### config.mk
export PLATFORM = sky130hd
export DESIGN_NAME = cnt_sseg_driver
export DESIGN_NICKNAME = d
export VERILOG_FILES = /design/src/rtl/sseg_pkg.sv /design/src/rtl/sseg_decode.sv /design/src/rtl/cnt_sseg_driver.sv
export SDC_FILE = /design/constraint.sdc
export NUM_CORES = 1
export LEC_CHECK = 0
export ABC_AREA = 0
export ABC_CLOCK_PERIOD_IN_PS = 2900
export CAP_MARGIN = 10
export CORE_ASPECT_RATIO = 1.75
export CORE_UTILIZATION = 58
export DETAILED_ROUTE_END_ITERATION = 8
export PLACE_DENSITY = 0.8
export SYNTH_ARGS = -nofsm -noshare
export SYNTH_HDL_FRONTEND = slang
export SYNTH_SLANG_ARGS = --single-unit
### constraint.sdc
create_clock -name clk -period 2.9 [get_ports clk]
set_clock_uncertainty 0.05 [all_clocks]
set_input_delay 0.29 -clock clk [delete_from_list [all_inputs] [get_ports clk]]
set_output_delay 0.29 -clock clk [all_outputs]
set_load 0.03 [all_outputs]
### src/rtl/sseg_pkg.sv
// sseg_pkg: seven-segment patterns (active low, {g..a}) and anode selects.
package sseg_pkg;
  localparam logic [6:0] SEG_0     = 7'b1000000;
  localparam logic [6:0] SEG_1     = 7'b1111001;
  localparam logic [6:0] SEG_2     = 7'b0100100;
  localparam logic [6:0] SEG_3     = 7'b0110000;
  localparam logic [6:0] SEG_4     = 7'b0011001;
  localparam logic [6:0] SEG_5     = 7'b0010010;
  localparam logic [6:0] SEG_6     = 7'b0000010;
  localparam logic [6:0] SEG_7     = 7'b1111000;
  localparam logic [6:0] SEG_8     = 7'b0000000;
  localparam logic [6:0] SEG_9     = 7'b0010000;
  localparam logic [6:0] SEG_BLANK = 7'b1111111;
  localparam logic [1:0] AN_ONES   = 2'b10;
  localparam logic [1:0] AN_TENS   = 2'b01;
  localparam logic [1:0] AN_OFF    = 2'b11;
endpackage

### src/rtl/sseg_decode.sv
// sseg_decode: BCD digit to active-low segment pattern, blank above 9.
module sseg_decode
  import sseg_pkg::*;
(
  input  logic [3:0] i_digit,
  output logic [6:0] o_seg
);
  always_comb begin
    case (i_digit)
      4'd0:    o_seg = SEG_0;
      4'd1:    o_seg = SEG_1;
      4'd2:    o_seg = SEG_2;
      4'd3:    o_seg = SEG_3;
      4'd4:    o_seg = SEG_4;
      4'd5:    o_seg = SEG_5;
      4'd6:    o_seg = SEG_6;
      4'd7:    o_seg = SEG_7;
      4'd8:    o_seg = SEG_8;
      4'd9:    o_seg = SEG_9;
      default: o_seg = SEG_BLANK;
    endcase
  end
endmodule

### src/rtl/cnt_sseg_driver.sv
// cnt_sseg_driver: 2-digit multiplexed display of a 4-bit count, direction on dp.
module cnt_sseg_driver
  import sseg_pkg::*;
#(
  parameter int REFRESH_DIV = 50000,
  parameter bit BLANK_LZ    = 1'b1
) (
  input  logic       clk,
  input  logic       rst,
  input  logic [3:0] count,
  input  logic       up_down,
  output logic [1:0] an,
  output logic [6:0] seg,
  output logic       dp
);
  localparam int CW = (REFRESH_DIV > 1) ? $clog2(REFRESH_DIV) : 1;
  logic [CW-1:0] r_ctr;
  logic          r_sel;
  logic [3:0]    r_disp_val;
  logic          r_disp_dir;
  logic [1:0]    r_an;
  logic [6:0]    r_seg;
  logic          r_dp;
  logic          w_tick;
  logic          w_tens;
  logic [3:0]    w_ones;
  logic [3:0]    w_digit;
  logic [6:0]    w_seg;
  assign w_tick  = (r_ctr == CW'(REFRESH_DIV - 1));
  assign w_tens  = (r_disp_val >= 4'd10);
  assign w_ones  = w_tens ? r_disp_val - 4'd10 : r_disp_val;
  assign w_digit = r_sel ? {3'b000, w_tens} : w_ones;
  sseg_decode u_dec (.i_digit(w_digit), .o_seg(w_seg));
  // Snapshot only at the tens->ones boundary so a frame never mixes two values.
  always_ff @(posedge clk) begin
    if (rst) begin
      r_ctr      <= '0;
      r_sel      <= 1'b0;
      r_disp_val <= 4'd0;
      r_disp_dir <= 1'b0;
      r_an       <= AN_OFF;
      r_seg      <= SEG_BLANK;
      r_dp       <= 1'b1;
    end else begin
      r_ctr      <= w_tick ? '0 : r_ctr + 1'b1;
      r_sel      <= w_tick ? ~r_sel : r_sel;
      r_disp_val <= (w_tick && r_sel) ? count : r_disp_val;
      r_disp_dir <= (w_tick && r_sel) ? up_down : r_disp_dir;
      r_an       <= r_sel ? AN_TENS : AN_ONES;
      r_seg      <= (r_sel && BLANK_LZ && !w_tens) ? SEG_BLANK : w_seg;
      r_dp       <= r_sel | ~r_disp_dir;
    end
  end
  assign an  = r_an;
  assign seg = r_seg;
  assign dp  = r_dp;
endmodule

==> flow_summary.toml, run 1 <==
[floorplanning]
dieArea_um2 = 2690
start_util = 0.6245
pin_count = 17
core_area_um2 = 2302
rows = 23
die_width_um = 39.64
fp.dieH_um = 67.86

[clock_network]
cts_buffers = 5
cts_setup_buffers = 0
cts_tree = "yes"
clockBufferDepth = 2
cts_resized = 0
clk_pin_slew_ps = 60
clkLatencyLatePin_ps = 280
h-tree-depth = 2
cts-root-buf = "clkbuf_8"
hold_buffers = 0
clock_sinks = 32

[synthesis]
synth.distinct_cells = 35
yosys_register_bits = 32
synth-warning-count = 0
synth_area_um2 = 1438
synthFlopType = "dfxtp_1"
ys_seq_area_frac = 0.4456
synth.avg_cell_area_um2 = 8.985
syn_inst = 160
synth_edf_count = 0
synth_top_area_frac = 0.4456
synth_top_area_cell = "dfxtp_1"
async_reset_ff_frac = 0
syn_nets = 172
synthTopCellsByArea = "dfxtp_1 45%, xnor2_1 6.7%, nor2_1 6.5%"

[global_route]
track_usage = 0.2666
antenna_found_initial = 0
grt_pass1_vias = 1115
grt_first_pass_wirelength_um = 4774
gr-total-overflow = 0
grt_start_max_net_pins = 19

[critical_path]
cp.arrival_ps = 2250
cp_data_required_time_ps = 3000
path_max_fanout = 14
path_class = "register to register"
cp-start-kind = "register"
cp-end-kind = "register"

[layout]
fin_area_um2 = 1694
fin_nets = 192
layout_common_cells = "32 x dfxtp_1, 25 x nor2_1, 16 x clkdlybuf4s50_1"
diodes = 0
drive_gt1_frac = 0.04444
fillers = 186
area_growth_pct = 17.84
mostFrequentLayoutCell = "dfxtp_1"

[place]
dp_hpwl_um = 2168
place_area_um2 = 1617
globalplace.congestion = 0.8104
port_buffers = 16

[power_and_ir_drop]
power_density_nw_per_um2 = 480.9
vdd_drop_max_uv = 428.6
p_leak_nw = 0.5879
fin_total_pwr_uw = 814.7

[timing]
hold_viol_final = 0
rsz0062_at_grt = "false"
drv_slew = 0
period_share = 0.7410
slew_headroom = 0.4389
tns_ps = 0
setup_violations = 0
finalCriticalPeriod_ps = 2149
tightest_slew_ps = 836.6
max_freq_ghz = 0.4654

[route]
drt_iter0_markers = 25
antenna_left = 0
first_pass_iters = 4
wl_um = 2979
vias = 1211
via_per_inst = 5.907
drcViolationCount = 0
routedWlPerCell_um = 14.53

[hold_path]
hp-class = "register to register"

[job]
drv_cap = 0

[outcome]
status = "finished clean"
worst paths after layout:
kind / slack [ps] / from / endpoint / cells after the start
hold reg to reg: 340 / r_disp_dir / dp / 1
hold / removal: 340 / r_disp_dir / dp / 1
setup reg to reg: 750 / r_ctr[9] / r_ctr[3] / 4
setup / recovery: 750 / r_ctr[9] / r_ctr[3] / 4
kinds of logic after synthesis:
family | after synthesis | share of synthesized area
XOR/XNOR | 14 | 0.08529
buffers and inverters | 12 | 0.03220
adder cells (fa/ha/maj) | 5 | 0.04352
multiplexers | 2 | 0.01480
AO/OA/AOI/OAI | 20 | 0.08703
flip-flops | 32 | 0.4456
AND/OR/NAND/NOR | 75 | 0.2916
per-layer routing:
layer | global-route usage | part of all wire | vias to the layer above
met5 | 0 | 0 | -
met4 | 0.1595 | 0.026 | 0
met3 | 0.08766 | 0.032 | 7
met2 | 0.4918 | 0.57 | 22
met1 | 0.2266 | 0.37 | 580
li1 | - | - | 602
synthesized netlist by cell type (3+ instances only):
master	number
o31ai_1	4
dfxtp_1	32
nand2b_1	4
nor4_1	3
nand3_1	8
o21ai_0	5
xnor2_1	11
a21oi_1	3
nand4_1	6
nor2_1	25
inv_1	9
nor3_1	6
nand2_1	7
xor2_1	3
or4b_1	6
ha_1	5
stage by stage:
stage / hold WS (ps) / cells / util / worst slack (ps)
floorplan: 308.4 / 160 / - / 1021
global placement: 319.8 / 198 / 0.7022 / 914.4
detailed placement: 331.3 / 198 / 0.7022 / 798.3
CTS: 345.5 / 205 / 0.7359 / 746.6
global route: 386.9 / 205 / 0.7359 / 663.2
finish: 344.9 / 205 / 0.7359 / 751.1
sequential cells by signal (all words and copies together), names as in the netlist:
signal	count
r_disp_val	4
dp	1
an	2
r_ctr	16
r_sel	1
seg	7
r_disp_dir	1
where the power goes:
group / total (mW) / switching, mW / internal, mW
Combinational: 0.0471 / 0.0251 / 0.0221
Sequential: 0.453 / 0.00482 / 0.449
Clock: 0.314 / 0.152 / 0.163
Total: 0.815 / 0.181 / 0.633
worst max-delay path, cell delays in order, from the launching register on:
cell	delay (ps)
dfxtp_1	440
or4b_1	500
or4_1	490
nand2b_1	430
nor2_1	120
layout make-up:
cell class / count / area, um^2 / area share
Tap cell: 25 / 31.28 / 0.01846
Timing Repair Buffer: 16 / 160.2 / 0.09454
Clock inverter: 1 / 5.005 / 0.002954
Inverter: 9 / 33.78 / 0.01994
Sequential cell: 32 / 640.6 / 0.3781
Clock buffer: 6 / 72.57 / 0.04284
Multi-Input combinational cell: 116 / 750.7 / 0.4431
Power figures use the tool's default switching activity.
==> run 2: changes to the inputs <==
--- a/config.mk
+++ b/config.mk
@@ -6,12 +6,12 @@
 export NUM_CORES = 1
 export LEC_CHECK = 0
 export ABC_AREA = 0
-export ABC_CLOCK_PERIOD_IN_PS = 2900
+export ABC_CLOCK_PERIOD_IN_PS = 2100
 export CAP_MARGIN = 10
 export CORE_ASPECT_RATIO = 1.75
-export CORE_UTILIZATION = 58
+export CORE_UTILIZATION = 54
 export DETAILED_ROUTE_END_ITERATION = 8
-export PLACE_DENSITY = 0.8
+export PLACE_DENSITY = 0.75
 export SYNTH_ARGS = -nofsm -noshare
 export SYNTH_HDL_FRONTEND = slang
 export SYNTH_SLANG_ARGS = --single-unit
==> constraint.sdc (replaced) <==
create_clock -name clk -period 2.1 [get_ports clk]
set_clock_uncertainty 0.05 [all_clocks]
set_input_delay 0.21 -clock clk [delete_from_list [all_inputs] [get_ports clk]]
set_output_delay 0.21 -clock clk [all_outputs]
set_load 0.03 [all_outputs]
==> flow_summary.toml, run 2 (same netlist as run 1, synthesis figures left out) <==
[timing]
finalCriticalPeriod_ps = 1971
hold_viol_final = 0
period_share = 0.9385
tns_ps = 0
rsz0062_at_grt = "false"
tightest_slew_ps = 503.1
slew_headroom = 0.6635
setup_violations = 0
drv_slew = 0
max_freq_ghz = 0.5074

[place]
port_buffers = 16
placed_cells = 205
globalplace.congestion = 0.8016
dp_hpwl_um = 2182
place_area_um2 = 1663

[critical_path]
worst-path-buf-inv = 0
cp.arrival_ps = 2120
cp_cell_sequence = "or4b_1 -> or3_4 -> or4b_1 -> o31ai_1"
cp-end-kind = "register"
max_stage_delay_ps = 520
path_class = "register to register"
path_delay_family = "simple AND/OR/NAND/NOR gates"
slowest_stage = "or4b_1"
path_max_fanout = 6
cp_data_required_time_ps = 2250
crit_top_cell = "or4b_1"
cp-start-kind = "register"

[floorplanning]
start_util = 0.5768
die_width_um = 41.01
dieArea_um2 = 2881
core_area_um2 = 2492
pin_count = 17
rows = 24
fp.dieH_um = 70.26

[global_route]
grt_start_max_net_pins = 19
track_usage = 0.2374
gr-total-overflow = 0
grt_first_pass_wirelength_um = 4767
grt_pass1_vias = 1229
antenna_found_initial = 0

[clock_network]
cts_buffers = 5
clk_pin_slew_ps = 60
cts-root-buf = "clkbuf_8"
cts_tree = "yes"
cts_resized = 0
clockBufferDepth = 2
hold_buffers = 0
h-tree-depth = 2
clock_sinks = 32
clkLatencyLatePin_ps = 290
cts_setup_buffers = 0

[layout]
mostFrequentLayoutCell = "dfxtp_1"
fillers = 205
layout_common_cells = "32 x dfxtp_1, 25 x nor2_1, 16 x clkdlybuf4s50_1"
final-seq-area_um2 = 640.6
top_register = "r_ctr"
fin_nets = 198
drive_gt1_frac = 0.08556
largest_reg_flops = 16
fin_area_um2 = 1755
area_growth_pct = 22.11
multi_input_area_um2 = 750.7
instances_no_fill = 213
diodes = 0

[job]
drv_cap = 0

[route]
antenna_left = 0
routedWlPerCell_um = 13.67
vias = 1237
wl_um = 2911
drcViolationCount = 0
via_per_inst = 5.808
first_pass_iters = 4
drt_iter0_markers = 36

[outcome]
status = "finished clean"

[power_and_ir_drop]
p_leak_nw = 0.6280
power_density_nw_per_um2 = 670.7
fin_total_pwr_mw = 1.177
vdd_drop_max_uv = 554.1

[hold_path]
hp-class = "register to register"
==> run 2: routing by layer <==
layer	GRT usage	routed length, um	up-vias
li1	-	-	615
met1	0.2193	1105	591
met2	0.4132	1609	19
met3	0.06667	85	12
met4	0.1296	111	0
met5	0	0	-
==> run 2: through the flow <==
step	worst slack (ps)	util	hold WS [ps]
floorplan	221.5	-	308.4
global placement	173.2	0.6672	325.7
detailed placement	130.9	0.6672	326.7
CTS	130.2	0.7043	349.2
global route	49.11	0.7043	354.2
finish	129.2	0.7043	346.2
==> run 2: final cells by class <==
type | instances | share of cell area
flip-flops and latches | 32 | 0.3649
repair buffers | 22 | 0.1169
clock inverters | 2 | 0.005702
well taps | 26 | 0.01853
inverters | 9 | 0.01924
multi-input cells | 116 | 0.4277
clock buffers | 6 | 0.04704
==> run 2: report_power, final <==
part | switching, mW | internal (mW) | leakage [nW]
logic | 0.0360 | 0.0331 | 0.316
registers | 0.00657 | 0.619 | 0.261
clock network | 0.222 | 0.261 | 0.0510
==> run 2: final timing paths <==
path	from	to	slack, ps	depth (start not counted)
max reg2reg	r_ctr[10]	r_disp_val[2]	130	4
min reg2reg	r_disp_dir	dp	350	1
min	r_disp_dir	dp	350	1
max	r_ctr[10]	r_disp_val[2]	130	4
